--- src/rtl/cpu_ctrl_pkg.sv ---
`default_nettype none
// ============================================================================
// Module   : cpu_ctrl_pkg
// Purpose  : Shared types and encodings for the cpu_controller slice: FSM
//            state enum, instruction-class enum, opcode/op field values,
//            ALU and shifter operation encodings, and the imm8 sign-extender.
// Ports    : none (package)
// Config   : CTRL_ILLEGAL_TRAP_EN selects whether ST_TRAP is reachable
//            (the encoding is always reserved here).
// Revision : 1.0  initial release
// ============================================================================
package cpu_ctrl_pkg;

  typedef enum logic [2:0] {
    ST_WAIT      = 3'd0,
    ST_DECODE    = 3'd1,
    ST_WRITE_IMM = 3'd2,
    ST_GET_A     = 3'd3,
    ST_GET_B     = 3'd4,
    ST_CALC      = 3'd5,
    ST_WRITE_REG = 3'd6,
    ST_TRAP      = 3'd7
  } state_e;

  typedef enum logic [2:0] {
    IC_MOV_IMM = 3'd0,
    IC_MOV_REG = 3'd1,
    IC_ADD     = 3'd2,
    IC_CMP     = 3'd3,
    IC_AND     = 3'd4,
    IC_MVN     = 3'd5,
    IC_ILLEGAL = 3'd6
  } iclass_e;

  // Opcode field IR[15:13]
  localparam logic [2:0] OPC_MOV = 3'b110;
  localparam logic [2:0] OPC_ALU = 3'b101;

  // op field IR[12:11]
  localparam logic [1:0] OP_MOV_REG = 2'b00;
  localparam logic [1:0] OP_MOV_IMM = 2'b10;
  localparam logic [1:0] OP_ADD     = 2'b00;
  localparam logic [1:0] OP_CMP     = 2'b01;
  localparam logic [1:0] OP_AND     = 2'b10;
  localparam logic [1:0] OP_MVN     = 2'b11;

  // ALUop encodings (the ALU-class op field maps onto these 1:1)
  localparam logic [1:0] ALU_ADD = 2'b00;
  localparam logic [1:0] ALU_SUB = 2'b01;
  localparam logic [1:0] ALU_AND = 2'b10;
  localparam logic [1:0] ALU_MVN = 2'b11;

  // Shifter encodings
  localparam logic [1:0] SH_NONE = 2'b00;
  localparam logic [1:0] SH_LSL1 = 2'b01;
  localparam logic [1:0] SH_LSR1 = 2'b10;
  localparam logic [1:0] SH_ASR1 = 2'b11;

  function automatic logic [15:0] sext8(input logic [7:0] v);
    return {{8{v[7]}}, v};
  endfunction

endpackage
`default_nettype wire

--- src/rtl/cpu_controller_instr_dec.sv ---
`default_nettype none
// ============================================================================
// Module   : instr_dec
// Purpose  : Purely combinational instruction decoder. Splits the latched IR
//            into its register/shift fields, sign-extends imm8 and classifies
//            the instruction.
// Ports    : ir      in  16  latched instruction
//            op      out  2  IR[12:11]
//            rn      out  3  IR[10:8]
//            rd      out  3  IR[7:5]
//            sh      out  2  IR[4:3]
//            rm      out  3  IR[2:0]
//            sximm8  out 16  sign-extended IR[7:0]
//            iclass  out  3  instruction class
//            illegal out  1  opcode/op pair not recognised
// Revision : 1.0  initial release
// ============================================================================
module instr_dec
  import cpu_ctrl_pkg::*;
(
  input  logic [15:0] ir,
  output logic [1:0]  op,
  output logic [2:0]  rn,
  output logic [2:0]  rd,
  output logic [1:0]  sh,
  output logic [2:0]  rm,
  output logic [15:0] sximm8,
  output iclass_e     iclass,
  output logic        illegal
);

  logic [2:0] opcode;

  assign opcode = ir[15:13];
  assign op     = ir[12:11];
  assign rn     = ir[10:8];
  assign rd     = ir[7:5];
  assign sh     = ir[4:3];
  assign rm     = ir[2:0];
  assign sximm8 = sext8(ir[7:0]);

  always_comb begin
    iclass = IC_ILLEGAL;
    if (opcode == OPC_MOV) begin
      if (op == OP_MOV_IMM)      iclass = IC_MOV_IMM;
      else if (op == OP_MOV_REG) iclass = IC_MOV_REG;
    end else if (opcode == OPC_ALU) begin
      case (op)
        OP_ADD:  iclass = IC_ADD;
        OP_CMP:  iclass = IC_CMP;
        OP_AND:  iclass = IC_AND;
        default: iclass = IC_MVN;
      endcase
    end
  end

  assign illegal = (iclass == IC_ILLEGAL);

endmodule
`default_nettype wire

--- src/rtl/cpu_controller.sv ---
`default_nettype none
// ============================================================================
// Module   : cpu_controller
// Purpose  : Moore sequencing controller for the 16-bit datapath. Latches an
//            instruction while idle, decodes it and issues one datapath
//            control word per cycle (read A, read B, compute, write back).
// Ports    : clk, rst_n        clock, async active-low reset
//            s, load, in       start, IR load, instruction word (WAIT only)
//            w, err            idle flag, illegal-instruction trap flag
//            readnum/writenum  register-file indices
//            write, vsel       write enable, write-back source select
//            datapath_in       sign-extended imm8
//            loada/b/c/s       datapath register enables
//            asel, bsel        operand selects
//            shift, ALUop      shifter and ALU operations
// Config   : `define CTRL_ILLEGAL_TRAP_EN to park in TRAP (err=1) on an
//            illegal instruction; otherwise it is dropped back to WAIT.
// Revision : 1.0  initial release
// ============================================================================
module cpu_controller
  import cpu_ctrl_pkg::*;
(
  input  logic        clk,
  input  logic        rst_n,
  input  logic        s,
  input  logic        load,
  input  logic [15:0] in,
  output logic        w,
  output logic        err,
  output logic [2:0]  readnum,
  output logic [2:0]  writenum,
  output logic        write,
  output logic        vsel,
  output logic [15:0] datapath_in,
  output logic        loada,
  output logic        loadb,
  output logic        loadc,
  output logic        loads,
  output logic        asel,
  output logic        bsel,
  output logic [1:0]  shift,
  output logic [1:0]  ALUop
);

  state_e      state_q, state_d;
  logic [15:0] ir_q, ir_d;

  logic [1:0]  dec_op;
  logic [2:0]  dec_rn, dec_rd, dec_rm;
  logic [1:0]  dec_sh;
  logic [15:0] dec_sximm8;
  iclass_e     dec_iclass;
  logic        dec_illegal;

  instr_dec u_instr_dec (
    .ir      (ir_q),
    .op      (dec_op),
    .rn      (dec_rn),
    .rd      (dec_rd),
    .sh      (dec_sh),
    .rm      (dec_rm),
    .sximm8  (dec_sximm8),
    .iclass  (dec_iclass),
    .illegal (dec_illegal)
  );

  // IR only accepts new words while idle so it is frozen for a whole
  // instruction; load with s in the same cycle starts on the new word.
  always_comb begin
    ir_d = ir_q;
    if (state_q == ST_WAIT && load) ir_d = in;
  end

  // State register
  always_ff @(posedge clk or negedge rst_n) begin
    if (!rst_n) begin
      state_q <= ST_WAIT;
      ir_q    <= 16'h0000;
    end else begin
      state_q <= state_d;
      ir_q    <= ir_d;
    end
  end

  // Next-state logic
  always_comb begin
    state_d = state_q;
    case (state_q)
      ST_WAIT: begin
        if (s) state_d = ST_DECODE;
      end
      ST_DECODE: begin
        if (dec_illegal) begin
`ifdef CTRL_ILLEGAL_TRAP_EN
          state_d = ST_TRAP;
`else
          state_d = ST_WAIT;
`endif
        end else begin
          case (dec_iclass)
            IC_MOV_IMM:        state_d = ST_WRITE_IMM;
            IC_MOV_REG, IC_MVN: state_d = ST_GET_B;
            default:           state_d = ST_GET_A;
          endcase
        end
      end
      ST_WRITE_IMM: state_d = ST_WAIT;
      ST_GET_A:     state_d = ST_GET_B;
      ST_GET_B:     state_d = ST_CALC;
      ST_CALC:      state_d = (dec_iclass == IC_CMP) ? ST_WAIT : ST_WRITE_REG;
      ST_WRITE_REG: state_d = ST_WAIT;
`ifdef CTRL_ILLEGAL_TRAP_EN
      ST_TRAP:      state_d = ST_TRAP;
`endif
      default:      state_d = ST_WAIT;
    endcase
  end

  // Moore outputs: depend only on state_q and ir_q
  always_comb begin
    w        = 1'b0;
    err      = 1'b0;
    readnum  = 3'd0;
    writenum = 3'd0;
    write    = 1'b0;
    vsel     = 1'b0;
    loada    = 1'b0;
    loadb    = 1'b0;
    loadc    = 1'b0;
    loads    = 1'b0;
    asel     = 1'b0;
    shift    = SH_NONE;
    ALUop    = ALU_ADD;
    case (state_q)
      ST_WAIT: w = 1'b1;
      ST_WRITE_IMM: begin
        writenum = dec_rn;
        vsel     = 1'b1;
        write    = 1'b1;
      end
      ST_GET_A: begin
        readnum = dec_rn;
        loada   = 1'b1;
      end
      ST_GET_B: begin
        readnum = dec_rm;
        loadb   = 1'b1;
      end
      ST_CALC: begin
        shift = dec_sh;
        // MOV reg is computed as 0 + shifted B
        if (dec_iclass == IC_MOV_REG) begin
          ALUop = ALU_ADD;
          asel  = 1'b1;
        end else begin
          ALUop = dec_op;
        end
        if (dec_iclass == IC_CMP) loads = 1'b1;
        else                      loadc = 1'b1;
      end
      ST_WRITE_REG: begin
        writenum = dec_rd;
        write    = 1'b1;
      end
`ifdef CTRL_ILLEGAL_TRAP_EN
      ST_TRAP: err = 1'b1;
`endif
      default: ;
    endcase
  end

  assign bsel        = 1'b0;
  assign datapath_in = dec_sximm8;

endmodule
`default_nettype wire

--- config.mk ---
export PLATFORM = sky130hd
export DESIGN_NAME = cpu_controller
export DESIGN_NICKNAME = d
export VERILOG_FILES = /design/src/rtl/cpu_ctrl_pkg.sv /design/src/rtl/cpu_controller_instr_dec.sv /design/src/rtl/cpu_controller.sv
export SDC_FILE = /design/constraint.sdc
export NUM_CORES = 1
export LEC_CHECK = 0
export ABC_AREA = 1
export BUFFER_PORTS_ARGS = -buffer_cell sky130_fd_sc_hd__buf_2
export CAP_MARGIN = 20
export CORE_UTILIZATION = 47
export CTS_CLUSTER_SIZE = 40
export DETAILED_ROUTE_END_ITERATION = 12
export PLACE_DENSITY = 0.77
export RECOVER_POWER = 25
export SLEW_MARGIN = 20
export SYNTH_ARGS = -nofsm -noshare
export SYNTH_HDL_FRONTEND = slang
export SYNTH_HIERARCHICAL = 1
export SYNTH_SLANG_ARGS = --single-unit
--- constraint.sdc ---
create_clock -name clk -period 1.5 [get_ports clk]
set_input_delay 0.075 -clock clk [delete_from_list [all_inputs] [get_ports clk]]
set_output_delay 0.075 -clock clk [all_outputs]
set_load 0.005 [all_outputs]
======== Yosys cells after proc, flatten, opt, wreduce, memory -nomap -nowiden ========
Cells that the tools add are included.
operators by class
  add/sub/neg operators ................... 0
  $mul .................................... 0
  div/mod/pow operators ................... 0
  order comparisons ....................... 0
  eq/ne operators ......................... 15
  shift-type cells ........................ 0
  muxes and demuxes ....................... 26
  bitwise operators ....................... 0
  reduce and logical (&&, ||, !) cells .... 6
operator list
  kind                  count
  $eq A3 B3 Y1 const B  7
  $mux W3               7
  $pmux W3 S2           3
  $pmux W3 S5           1
  $mux W1               11
  $eq A3 B2 Y1 const B  3
  $pmux W3 S3           1
  $eq A3 B1 Y1 const B  2
  $logic_not A3 Y1      2
  $mux W2               3
  $reduce_or A2 Y1      2
  $eq A2 B1 Y1 const B  1
  $eq A2 B2 Y1 const B  1
  $logic_not A2 Y1      1
  $ne A2 B2 Y1 const B  1
  $logic_and A1 B1 Y1   1
storage, ports and cells
  bits in registers ....................... 19
  bits in latches ......................... 0
  memory bits (writable) .................. 0
  memory bits (read-only) ................. 0
  input port bits ......................... 20
  output and inout port bits .............. 36
  word-level logic and storage cells ...... 49
  memories ................................ 0

======== Longest topological paths before layout ========
Gate-level depths: netlist of the first run.
  depth after elaboration ................. 9
  gate-level depth with buffers ........... 11
  gate-level depth less buffers ........... 11

======== Modules after synthesis ========
The synthesis of the first run kept the hierarchy.
modules (own cells, without submodules)
  module          times used  cells each  area an instance (um^2)  seq. area each (um^2)
  cpu_controller  1           135         1017.2                   475.5
  instr_dec       1           45          292.8                    0.0

======== Least setup slack after synthesis of the first run ========
Ideal clock, no wire load.
  path type ............................... reg-to-output
  start ................................... register ir_q[13]
  end ..................................... output asel
  data arrival time ....................... 1115 ps
  data required time ...................... 1425 ps
  path slack .............................. 310 ps
  stages on the path, launching flop included .. 10
  path buffers ............................ 0
  path through ............................ dfrtp_1 > nor2_2 > nand2_2 > nand2_2 > nand2_1 > inv_1 > nand2_1 > nor2_1 > inv_1 > nor2_1
between the ends
  word-level cells in the longest chain between the ends .. 6
  elaborated cells on any way between the ends .. 7
  those cells by class .................... eq/ne (3); mux (4)
RTL lines
  what                      line                            RTL
  start: declaration        cpu_controller.sv:46            logic [15:0] ir_q, ir_d;
  start signal: assignment  cpu_controller.sv:81            ir_q <= ir_d;
  $eq A3 B3 Y1              cpu_controller_instr_dec.sv:47  end else if (opcode == OPC_ALU) begin
  $mux W3                   cpu_controller_instr_dec.sv:47
  $mux W3 *                 cpu_controller_instr_dec.sv:44  if (opcode == OPC_MOV) begin
  net dec_iclass[1]         cpu_controller.sv:52            iclass_e dec_iclass;
  $eq A3 B1 Y1 *            cpu_controller.sv:152           if (dec_iclass == IC_MOV_REG) begin
  $mux W1 *                 cpu_controller.sv:152
  $mux W1 *                 cpu_controller.sv:134           case (state_q)
  end: declaration          cpu_controller.sv:39            output logic asel,
Mark *: on every way through the listed nets, which the timed path passes. The rest lies on a longest branch.

======== Worst setup path in the final report of the first run ========
  start ................................... register ir_q[14]
  end ..................................... output ALUop[0]
between the ends
  word-level cells in the longest chain between the ends .. 6
  elaborated cells on any way between the ends .. 7
  those cells by class .................... eq/ne (3); mux (4)
RTL lines
  what               line                            RTL
  $eq A3 B3 Y1       cpu_controller_instr_dec.sv:47
  $mux W3            cpu_controller_instr_dec.sv:47
  $mux W3 *          cpu_controller_instr_dec.sv:44
  net dec_iclass[1]  cpu_controller.sv:52
  $eq A3 B1 Y1 *     cpu_controller.sv:152
  $mux W2 *          cpu_controller.sv:152
  $mux W2 *          cpu_controller.sv:134
  end: declaration   cpu_controller.sv:42            output logic [1:0] ALUop
Marked as above.

==> reports/metrics.yaml, run 1 <==
min_path:
  hold_class: "in -> reg"
  holdPathEnd: "ir_q[9]$_DFFE_PN0P_"
  holdPathStages: 3
  holdCritStartpoint: "in[9]"
place:
  pre_cts_slack_ns: 0.08922
  place_hpwl_mm: 1.864
  gp_congestion: 0.8558
  dp.cells: 229
  portBuffers: 53
timing:
  finalHoldViolCount: 0
  rsz0062_at_grt: "true"
  hold_slack_ns: 0.006263
  fmax_mhz: 619.7
  tightest_slew_ns: 0.9758
  fin_crit_sh_pct: 107.6
  worst_slack_ns: -0.1137
  skew_ns: 0.001647
  relSlewSlack_pct: 34.95
  drv_slew: 0
  fin_crit_ns: 1.614
  setup_viol: 5
finish:
  drive_gt1_share_pct: 41.86
  regArea_um2: 478.0
  nNetsFinal: 236
  layoutNonFillerInstCount: 245
  areaGrowthSynthToFinish_pct: 15.76
  antenna_cells: 0
  multi_input_area_um2: 523.0
  fin_util_pct: 59.59
  n_fill_cell: 248
clock_tree:
  htree_levels: 1
  insertion_delay_ns: 0.29
  cts_root_buffer: "clkbuf_4"
  path_clk_slew_ns: 0.10
  clk_path_buf_depth: 2
  cts_made_buffers: 3
  clock_sink_count: 19
  cts_tree: "built"
grt:
  grt_max_degree: 20
  grt_pass1_wl_mm: 3.788
  grt_usage_pct: 18.00
  grt-ovfl-total: 0
  grt_pass1_vias: 856
  antenna_found_initial: 0
critical_path:
  cpMostUsedCell: "nand2_2"
  critPathRequiredTime_ns: 1.42
  crit_type: "reg -> out"
  r2r-end: "state_q[0]$_DFFE_PN0P_"
  r2r_setup_slack_ns: 0.09
  crit_fanout: 3
  start_kind: "register"
  ff2ff_path_depth: 11
  worstReg2RegStart: "ir_q[14]$_DFFE_PN0P_"
  cp_slowest_cell: "dfrtp_1"
  cp-end-kind: "primary output"
  path_cells: "inv_2, nor2_4, nand2_2, nand2_2, nand2_2, inv_2, nand2_2, nor2_1, inv_1, nand2_1, nor2_1, buf_2"
  max_stage_delay_ns: 0.38
  critPathArrivalTime_ns: 1.54
drt:
  via_count: 1138
  drt_iter0_drc: 24
  post_drt_wl_per_cell_um: 10.71
  drc: 0
  vias_per_cell: 4.645
  routed_wl_mm: 2.624
  dr.pass1.iters: 4
  drtAntennaViolNets: 0
flow_run:
  maxCapViolations: 0
synthesis:
  synth_top_area_share_pct: 36.29
  ys_seq_area_share_pct: 36.29
  yosysWarnings: 6
  synthFlopType: "dfrtp_1"
  async_flop_share_pct: 100.0
  syn_area_mm2: 0.001310
  yosys-top-cells-area: "dfrtp_1 36%, buf_4 18%, nand2_1 14%"
  syn_inst: 180
  avgSynthCellArea_um2: 7.278
  yosysMostFrequentCell: "nand2_1"
  synth_top_area_cell: "dfrtp_1"
  ys_ff_latch: 19
  synth_edf_count: 0
  ys_types: 20
  synth_common_cells: "48 x nand2_1, 32 x buf_4, 24 x nand3_1"
power:
  power.total_mw: 2.811
  peakVddDrop_v: 0.001108
  p_leak_nw: 0.9194
  p_per_area_mw_per_mm2: 1854
die:
  core_area_mm2: 0.002545
  die_h_um: 54.80
  rows: 18
  boundaryPins: 56
  initial_core_util_pct: 51.47
  dieArea_mm2: 0.003002
  fp.dieW_um: 54.80
run_status:
  status: "finished, violations left"
  violations: "negative setup slack"
## layout make-up
type | count | area share [%]
clock buffers | 4 | 1.733
inverters | 21 | 5.363
multi-input cells | 105 | 34.49
flip-flops and latches | 19 | 31.52
well taps | 30 | 2.475
repair buffers | 66 | 24.42
## state kept, by name, summed over array words and instances (netlist names)
signal and flops:
state_q 3, ir_q 16
## report_power, final
part           internal (mW)  switching (mW)  leakage, nW
logic                  0.670           0.883        0.670
registers              0.762           0.243        0.234
clock network          0.103           0.149       0.0150
## cell usage in the layout (no fill, tap or decap), types with 3 or more instances in the layout
cell and n:
o21ai_1 5, nand2_1 43, nand2_2 8, inv_1 16, clkbuf_4 3, nand4_1 4
nand3_1 23, inv_2 4, buf_2 52, dfrtp_1 17, nor2_4 4, buf_4 10
nor2_1 9
## layer usage
| metal | track usage [%] | share of wire, % | vias to the layer above |
|---|---|---|---|
| li1 | - | - | 594 |
| met1 | 25.48 | 47 | 513 |
| met2 | 28.11 | 49 | 29 |
| met3 | 2.778 | 3.7 | 2 |
| met4 | 5.128 | 0.61 | 0 |
| met5 | 0 | 0 | - |
## kinds of logic after synthesis
| family | synth area share, % |
|---|---|
| compound gates | 2.674 |
| other cells | 0.2863 |
| buf+inv | 26.46 |
| simple gates | 34.29 |
| flops | 36.29 |
## worst max-delay path, delay by kind of cell, from the launching register on
kind                   cells  cell delay, ns
and+or+nand+nor            8            0.55
DFF                        1            0.38
buffers and inverters      4            0.31
## worst max-delay path by stage
stage	startpoint	cells after the start	end
2_1_floorplan	ir_q[13]$_DFFE_PN0P_	9	asel
3_3_place_gp	ir_q[11]$_DFFE_PN0P_	11	ALUop[0]
3_5_place_dp	ir_q[11]$_DFFE_PN0P_	11	ALUop[1]
4_1_cts	ir_q[14]$_DFFE_PN0P_	12	ALUop[1]
5_1_grt	ir_q[14]$_DFFE_PN0P_	12	ALUop[1]
6_report	ir_q[14]$_DFFE_PN0P_	12	ALUop[0]
## timing repair
item / 4_1_cts / 5_1_grt
endpoints found under the hold margin: 19 / 1
setup endpoints to repair: 9 / 12
hold buffers: 1 / 1
buffers inserted: 8 / 2
gates resized for setup: 6 / 12
pin swaps: 1 / 3
## through the flow
stage	instance area, um2	TNS, ns
after floorplan	1314	0
after global placement	1359	0
after detailed placement	1359	0
after CTS	1466	-0.3855
after global routing	1516	-1.238
final	1516	-0.4215
Power figures use the tool's default switching activity.
==> run 2, diff against run 1 <==
--- a/config.mk
+++ b/config.mk
@@ -11,6 +11,7 @@
 export CORE_UTILIZATION = 47
 export CTS_CLUSTER_SIZE = 40
 export DETAILED_ROUTE_END_ITERATION = 12
+export GPL_TIMING_DRIVEN = 0
 export PLACE_DENSITY = 0.77
 export RECOVER_POWER = 25
 export SLEW_MARGIN = 20
==> run 2 against run 1 <==
The run still ends with negative setup slack left. Fmax shrank 2.3%. Clock power rose by 6%. Non-clock buffer count increased by 42. Global-route usage rose by 5.1 points. Worst hold slack worse by 0.0041 ns. Total power is 27% higher. Utilization is 14 points higher.
==> reports/metrics.yaml, run 2 (synthesized netlist as in run 1, its figures left out) <==
run_status:
  status: "finished, violations left"
  violations: "negative setup slack"
finish:
  reg.largest.list: "ir_q (16), state_q (3)"
  antenna_cells: 0  # unchanged
  drive_gt1_share_pct: 50.58  # +8.7 points
  layout_common_cells: "52 x buf_2, 44 x buf_4, 42 x nand2_1"
  nNetsFinal: 278  # +18%
  layoutNonFillerInstCount: 287  # +17%
  regMostFlops: "ir_q"
  final_common_cell: "buf_2"
  largest_reg_flops: 16  # unchanged
  areaGrowthSynthToFinish_pct: 42.41
critical_path:
  crit_path_end: "ALUop[1]"
  cp-end-kind: "primary output"
  path_buf_inv: 3  # -1
  critPathArrivalTime_ns: 1.58  # +0.04 ns
  path_cells: "nor2_4, nand2_4, nand2_2, nand2_4, inv_2, nand2_2, nor2_1, inv_1, nand2_1, nor2_1, buf_2"
  r2r-end: "state_q[2]$_DFFE_PN0P_"
  cp-startpoint: "ir_q[11]$_DFFE_PN0P_"
  max_stage_delay_ns: 0.43  # +0.05 ns
  crit_type: "reg -> out"
  r2r_setup_slack_ns: -0.07  # -0.16 ns
  critPathRequiredTime_ns: 1.42  # about the same
  cp_slowest_cell: "dfrtp_1"
  path_depth: 11  # -1
  ff2ff_path_depth: 11  # unchanged
  start_kind: "register"
  worstReg2RegStart: "ir_q[11]$_DFFE_PN0P_"
  cp_top_family: "simple AND/OR/NAND/NOR gates"
  crit_fanout: 3  # unchanged
die:
  initial_core_util_pct: 51.47  # unchanged
  rows: 18  # unchanged
  dieArea_mm2: 0.003002  # unchanged
  die_h_um: 54.80  # unchanged
  core_area_mm2: 0.002545  # unchanged
  fp.dieW_um: 54.80  # unchanged
  boundaryPins: 56  # unchanged
timing:
  finalHoldViolCount: 0  # unchanged
  drv_slew: 0  # unchanged
  skew_ns: 0.01346  # +0.01182 ns
  fin_crit_ns: 1.651  # +0.03719 ns
  tightest_slew_ns: 1.036  # +0.05974 ns
  fin_crit_sh_pct: 110.1  # +2.5 points
  relSlewSlack_pct: 30.97  # -4.0 points
  fin_setup_tns_ns: -0.7621  # -0.3407 ns
  rsz0062_at_grt: "true"
  worst_slack_ns: -0.1509  # -0.03719 ns
  setup_viol: 7  # +2
  fmax_mhz: 605.7  # -2.3%
clock_tree:
  clk_path_buf_depth: 2  # unchanged
  cts_root_buffer: "clkbuf_4"
  cts_tree: "built"
  insertion_delay_ns: 0.31  # +0.02 ns
  cts_made_buffers: 3  # unchanged
  clock_sink_count: 19  # unchanged
  path_clk_slew_ns: 0.10  # about the same
  htree_levels: 1  # unchanged
grt:
  grt_max_degree: 20  # unchanged
  antenna_found_initial: 0  # unchanged
  grt_usage_pct: 23.11  # +5.1 points
  grt_pass1_vias: 1196  # +40%
  grt-ovfl-total: 0  # unchanged
  grt_pass1_wl_mm: 4.912  # +30%
power:
  peakVddDrop_v: 0.001301  # +17%
  p_per_area_mw_per_mm2: 1917  # +3.5%
  p_leak_nw: 1.134  # +23%
place:
  place_hpwl_mm: 2.137  # +15%
  portBuffers: 52  # -1.9%
  gp_congestion: 0.8485  # -0.85%
  dp.cells: 263  # +15%
drt:
  wl_met3_um: 115  # +19%
  via_count: 1337  # +17%
  drc: 0  # unchanged
  drt-met1-wl_mm: 1.412  # +14%
  vias_per_cell: 4.659  # +0.29%
  routed_wl_mm: 3.372  # +29%
  post_drt_wl_per_cell_um: 11.75  # +9.7%
  drt_iter0_drc: 20  # -17%
  drtAntennaViolNets: 0  # unchanged
  wl_met2_mm: 1.800  # +41%
  highest_layer: "met4"
  dr.pass1.iters: 4  # unchanged
min_path:
  hold_class: "in -> reg"
flow_run:
  maxCapViolations: 0  # unchanged
-- run 2: worst min path at each step --
stage / startpoint / slack, ns / depth (start not counted) / to
finish: in[10] / 0.002 / 3 / ir_q[10]$_DFFE_PN0P_
global placement: rst_n / 0.04 / 1 / ir_q[3]$_DFFE_PN0P_
floorplan: rst_n / -0.22 / 0 / ir_q[0]$_DFFE_PN0P_
CTS: in[10] / 0.0005 / 3 / ir_q[10]$_DFFE_PN0P_
detailed placement: rst_n / 0.04 / 1 / ir_q[4]$_DFFE_PN0P_
global route: in[14] / 0.01 / 3 / ir_q[14]$_DFFE_PN0P_
-- run 2: area by class of cell --
cell class              instances  area, um2
flip-flops and latches         19      476.7
repair buffers                 73      437.9
fillers                       213      679.4
inverters                      21      83.83
well taps                      30      37.54
clock buffers                   3      22.52
multi-input cells             105      541.8
clock inverters                 1      5.005
plain buffers                  35      260.3
-- run 2: worst min-delay path, cell delays in order --
cell     delay [ns]
buf_2          0.07
nand3_1        0.06
nand2_1        0.06
-- run 2: routing by layer --
layer / global-route usage, % / up-vias
met3: 2.500 / 6
met1: 26.98 / 623
met5: 0 / -
li1: - / 677
met4: 8.547 / 0
met2: 42.57 / 31
-- run 2: repair_timing --
item / 4_1_cts / 5_1_grt
pin swaps: 5 / 7
resized for setup: 8 / 19
setup endpoints to repair: 12 / 19
hold endpoints to repair: 25 / 0
hold buffers: 7 / 0
buffers inserted: 12 / 2
-- run 2: power breakdown --
group / leakage, nW / internal, mW / switching, mW
Combinational: 0.881 / 1.20 / 1.09
Clock: 0.0177 / 0.0994 / 0.169
Sequential: 0.235 / 0.759 / 0.255
-- run 2: stage by stage --
step           util (%)  worst slack [ns]  cell area, um2  hold slack (ns)  power (mW)
6_report          73.30           -0.1509            1866         0.002119       3.577
4_1_cts           70.85           -0.1410            1803        0.0005440       3.356
3_3_place_gp      63.32            0.1122            1612          0.03666       2.856
3_5_place_dp      63.32            0.1012            1612          0.03601       2.902
2_1_floorplan         -            0.3096            1314          -0.2206       2.349
5_1_grt           73.30           -0.2762            1866         0.009693       3.861
==> run 3, diff against run 2 <==
--- a/config.mk
+++ b/config.mk
@@ -14,6 +14,7 @@
 export GPL_TIMING_DRIVEN = 0
 export PLACE_DENSITY = 0.77
 export RECOVER_POWER = 25
+export SETUP_SLACK_MARGIN = 0.15
 export SLEW_MARGIN = 20
 export SYNTH_ARGS = -nofsm -noshare
 export SYNTH_HDL_FRONTEND = slang
==> run 3 against run 2 <==
The flow finishes with violations (negative hold slack, negative setup slack). Global-route usage is 4.0 points higher. Sequential share of layout area is 4.5 points lower. Utilization is 16 points higher. Combinational power is 52% higher. Clock skew is 0.0077 ns lower. Die area stayed put. Worst setup slack worse by 0.16 ns. First-iteration DRC count grew to 2.6 times the previous value. Highest routed layer unchanged. Sequential cell count stayed put. Worst hold slack worse by 0.0062 ns. Non-clock buffer count is 22 higher.
==> reports/metrics.yaml, run 3 (synthesized netlist as in run 1, its figures left out) <==
clock_tree:
  cts_root_buffer: "clkbuf_4"
  clk_path_buf_depth: 2  # unchanged
  htree_levels: 1  # unchanged
  cts_tree: "built"
  clock_sink_count: 19  # unchanged
  cts_made_buffers: 3  # unchanged
  insertion_delay_ns: 0.30  # about the same
  path_clk_slew_ns: 0.11  # about the same
timing:
  tightest_slew_ns: 1.086  # +0.05041 ns
  rsz0062_at_grt: "true"
  finalHoldViolCount: 1  # +1
  hold_slack_ns: -0.004050  # -0.006169 ns
  fin_crit_sh_pct: 120.8  # +11 points
  worst_slack_ns: -0.3121  # -0.1613 ns
  drv_slew: 0  # unchanged
  skew_ns: 0.005751  # -0.007714 ns
  fmax_mhz: 551.8  # -8.9%
  relSlewSlack_pct: 27.61  # -3.4 points
  fin_setup_tns_ns: -1.837  # -1.075 ns
  setup_viol: 13  # +6
  fin_crit_ns: 1.812  # +0.1613 ns
critical_path:
  crit_type: "reg -> out"
  critPathArrivalTime_ns: 1.74  # +0.16 ns
  cp_top_family: "simple AND/OR/NAND/NOR gates"
  critPathRequiredTime_ns: 1.42  # about the same
  cp_slowest_cell: "dfrtp_2"
  path_buf_inv: 3  # unchanged
  cp-end-kind: "primary output"
  path_cells: "nor2_4, nand2_4, nand2_4, nand2_4, inv_2, nand2_2, nor2_1, inv_1, nand2_1, nor2_1, buf_2"
  crit_fanout: 3  # unchanged
  cpMostUsedCell: "nand2_4"
  start_kind: "register"
  max_stage_delay_ns: 0.46  # +0.03 ns
finish:
  largest_reg_flops: 16  # unchanged
  final_common_cell: "buf_4"
  drive_gt1_share_pct: 64.16  # +14 points
  nNetsFinal: 300  # +7.9%
  areaGrowthSynthToFinish_pct: 72.97
  regMostFlops: "ir_q"
  antenna_cells: 0  # unchanged
  post-route-cell-area_mm2: 0.002266  # +21%
  reg.largest.list: "ir_q (16), state_q (3)"
  fin_util_pct: 89.04  # +16 points
  layoutNonFillerInstCount: 309  # +7.7%
  layout_common_cells: "55 x buf_4, 47 x buf_2, 30 x nand2_1"
place:
  gp_congestion: 0.8485  # unchanged
  place_hpwl_mm: 2.137  # unchanged
  dp.cells: 263  # unchanged
  pre_cts_slack_ns: 0.1012  # unchanged
  portBuffers: 52  # unchanged
  dpl_cell_area_mm2: 0.001612  # unchanged
min_path:
  hold_class: "in -> reg"
run_status:
  status: "finished, violations left"
  violations: "negative hold slack, negative setup slack"
die:
  initial_core_util_pct: 51.47  # unchanged
  die_h_um: 54.80  # unchanged
  boundaryPins: 56  # unchanged
  rows: 18  # unchanged
  dieArea_mm2: 0.003002  # unchanged
  core_area_mm2: 0.002545  # unchanged
  fp.dieW_um: 54.80  # unchanged
flow_run:
  maxCapViolations: 0  # unchanged
drt:
  via_count: 1541  # +15%
  dr.pass1.iters: 4  # unchanged
  routed_wl_mm: 4.769  # +41%
  drc: 0  # unchanged
  drtAntennaViolNets: 0  # unchanged
  post_drt_wl_per_cell_um: 15.43  # +31%
  drt_iter0_drc: 52  # +160%
  vias_per_cell: 4.987  # +7.1%
grt:
  antenna_found_initial: 0  # unchanged
  grt_usage_pct: 27.10  # +4.0 points
  grt-ovfl-total: 0  # unchanged
  grt_max_degree: 20  # unchanged
  grt_pass1_wl_mm: 5.595  # +14%
  grt_pass1_vias: 1270  # +6.2%
power:
  p_leak_nw: 1.307  # +15%
  peakVddDrop_v: 0.001643  # +26%
  power.total_mw: 4.801  # +34%
  p_per_area_mw_per_mm2: 2119  # +10%
run 3: layer usage:
| layer | vias up | track usage (%) | share of wire (%) |
|---|---|---|---|
| met2 | 82 | 49.20 | 53 |
| li1 | 727 | - | - |
| met4 | 0 | 8.974 | 3.3 |
| met3 | 18 | 3.056 | 6.9 |
| met1 | 714 | 32.59 | 36 |
| met5 | - | 0 | 0 |
run 3: tightest hold or removal path: stages:
cell and delay (ns):
buf_2 0.08, nand3_2 0.06, nand2_1 0.05
run 3: area by class of cell:
cell class / count / area [um2]
Buffer: 36 / 279.0
Clock buffer: 3 / 22.52
Clock inverter: 1 / 5.005
Fill cell: 132 / 279.0
Inverter: 21 / 88.84
Multi-Input combinational cell: 105 / 664.4
Sequential cell: 19 / 478.0
Tap cell: 30 / 37.54
Timing Repair Buffer: 94 / 690.7
run 3: final timing paths:
| kind | from | to | slack (ns) | depth (start not counted) |
|---|---|---|---|---|
| worst max-delay path | ir_q[13]$_DFFE_PN0P_ | ALUop[1] | -0.31 | 11 |
| worst min-delay path | in[10] | ir_q[10]$_DFFE_PN0P_ | -0.004 | 3 |
| worst max register to register | ir_q[13]$_DFFE_PN0P_ | state_q[2]$_DFFE_PN0P_ | -0.18 | 11 |
| worst min register to register | ir_q[9]$_DFFE_PN0P_ | ir_q[9]$_DFFE_PN0P_ | 0.50 | 2 |
| max in group asynchronous | rst_n | ir_q[13]$_DFFE_PN0P_ | 0.30 | 2 |
| min in group asynchronous | rst_n | ir_q[4]$_DFFE_PN0P_ | 0.48 | 2 |
run 3: timing repair:
action / in CTS / in global routing
setup endpoints to repair: 16 / 32
gates resized for setup: 32 / 49
endpoints found under the hold margin: 25 / 0
hold buffers: 7 / 0
pin swaps: 11 / 23
buffers inserted: 21 / 13
gates cloned: 0 / 1
run 3: where the power goes:
part,switching (mW),internal [mW]
Sequential,0.286,0.762
Clock,0.173,0.0993
Combinational,1.59,1.89
Total,2.05,2.75
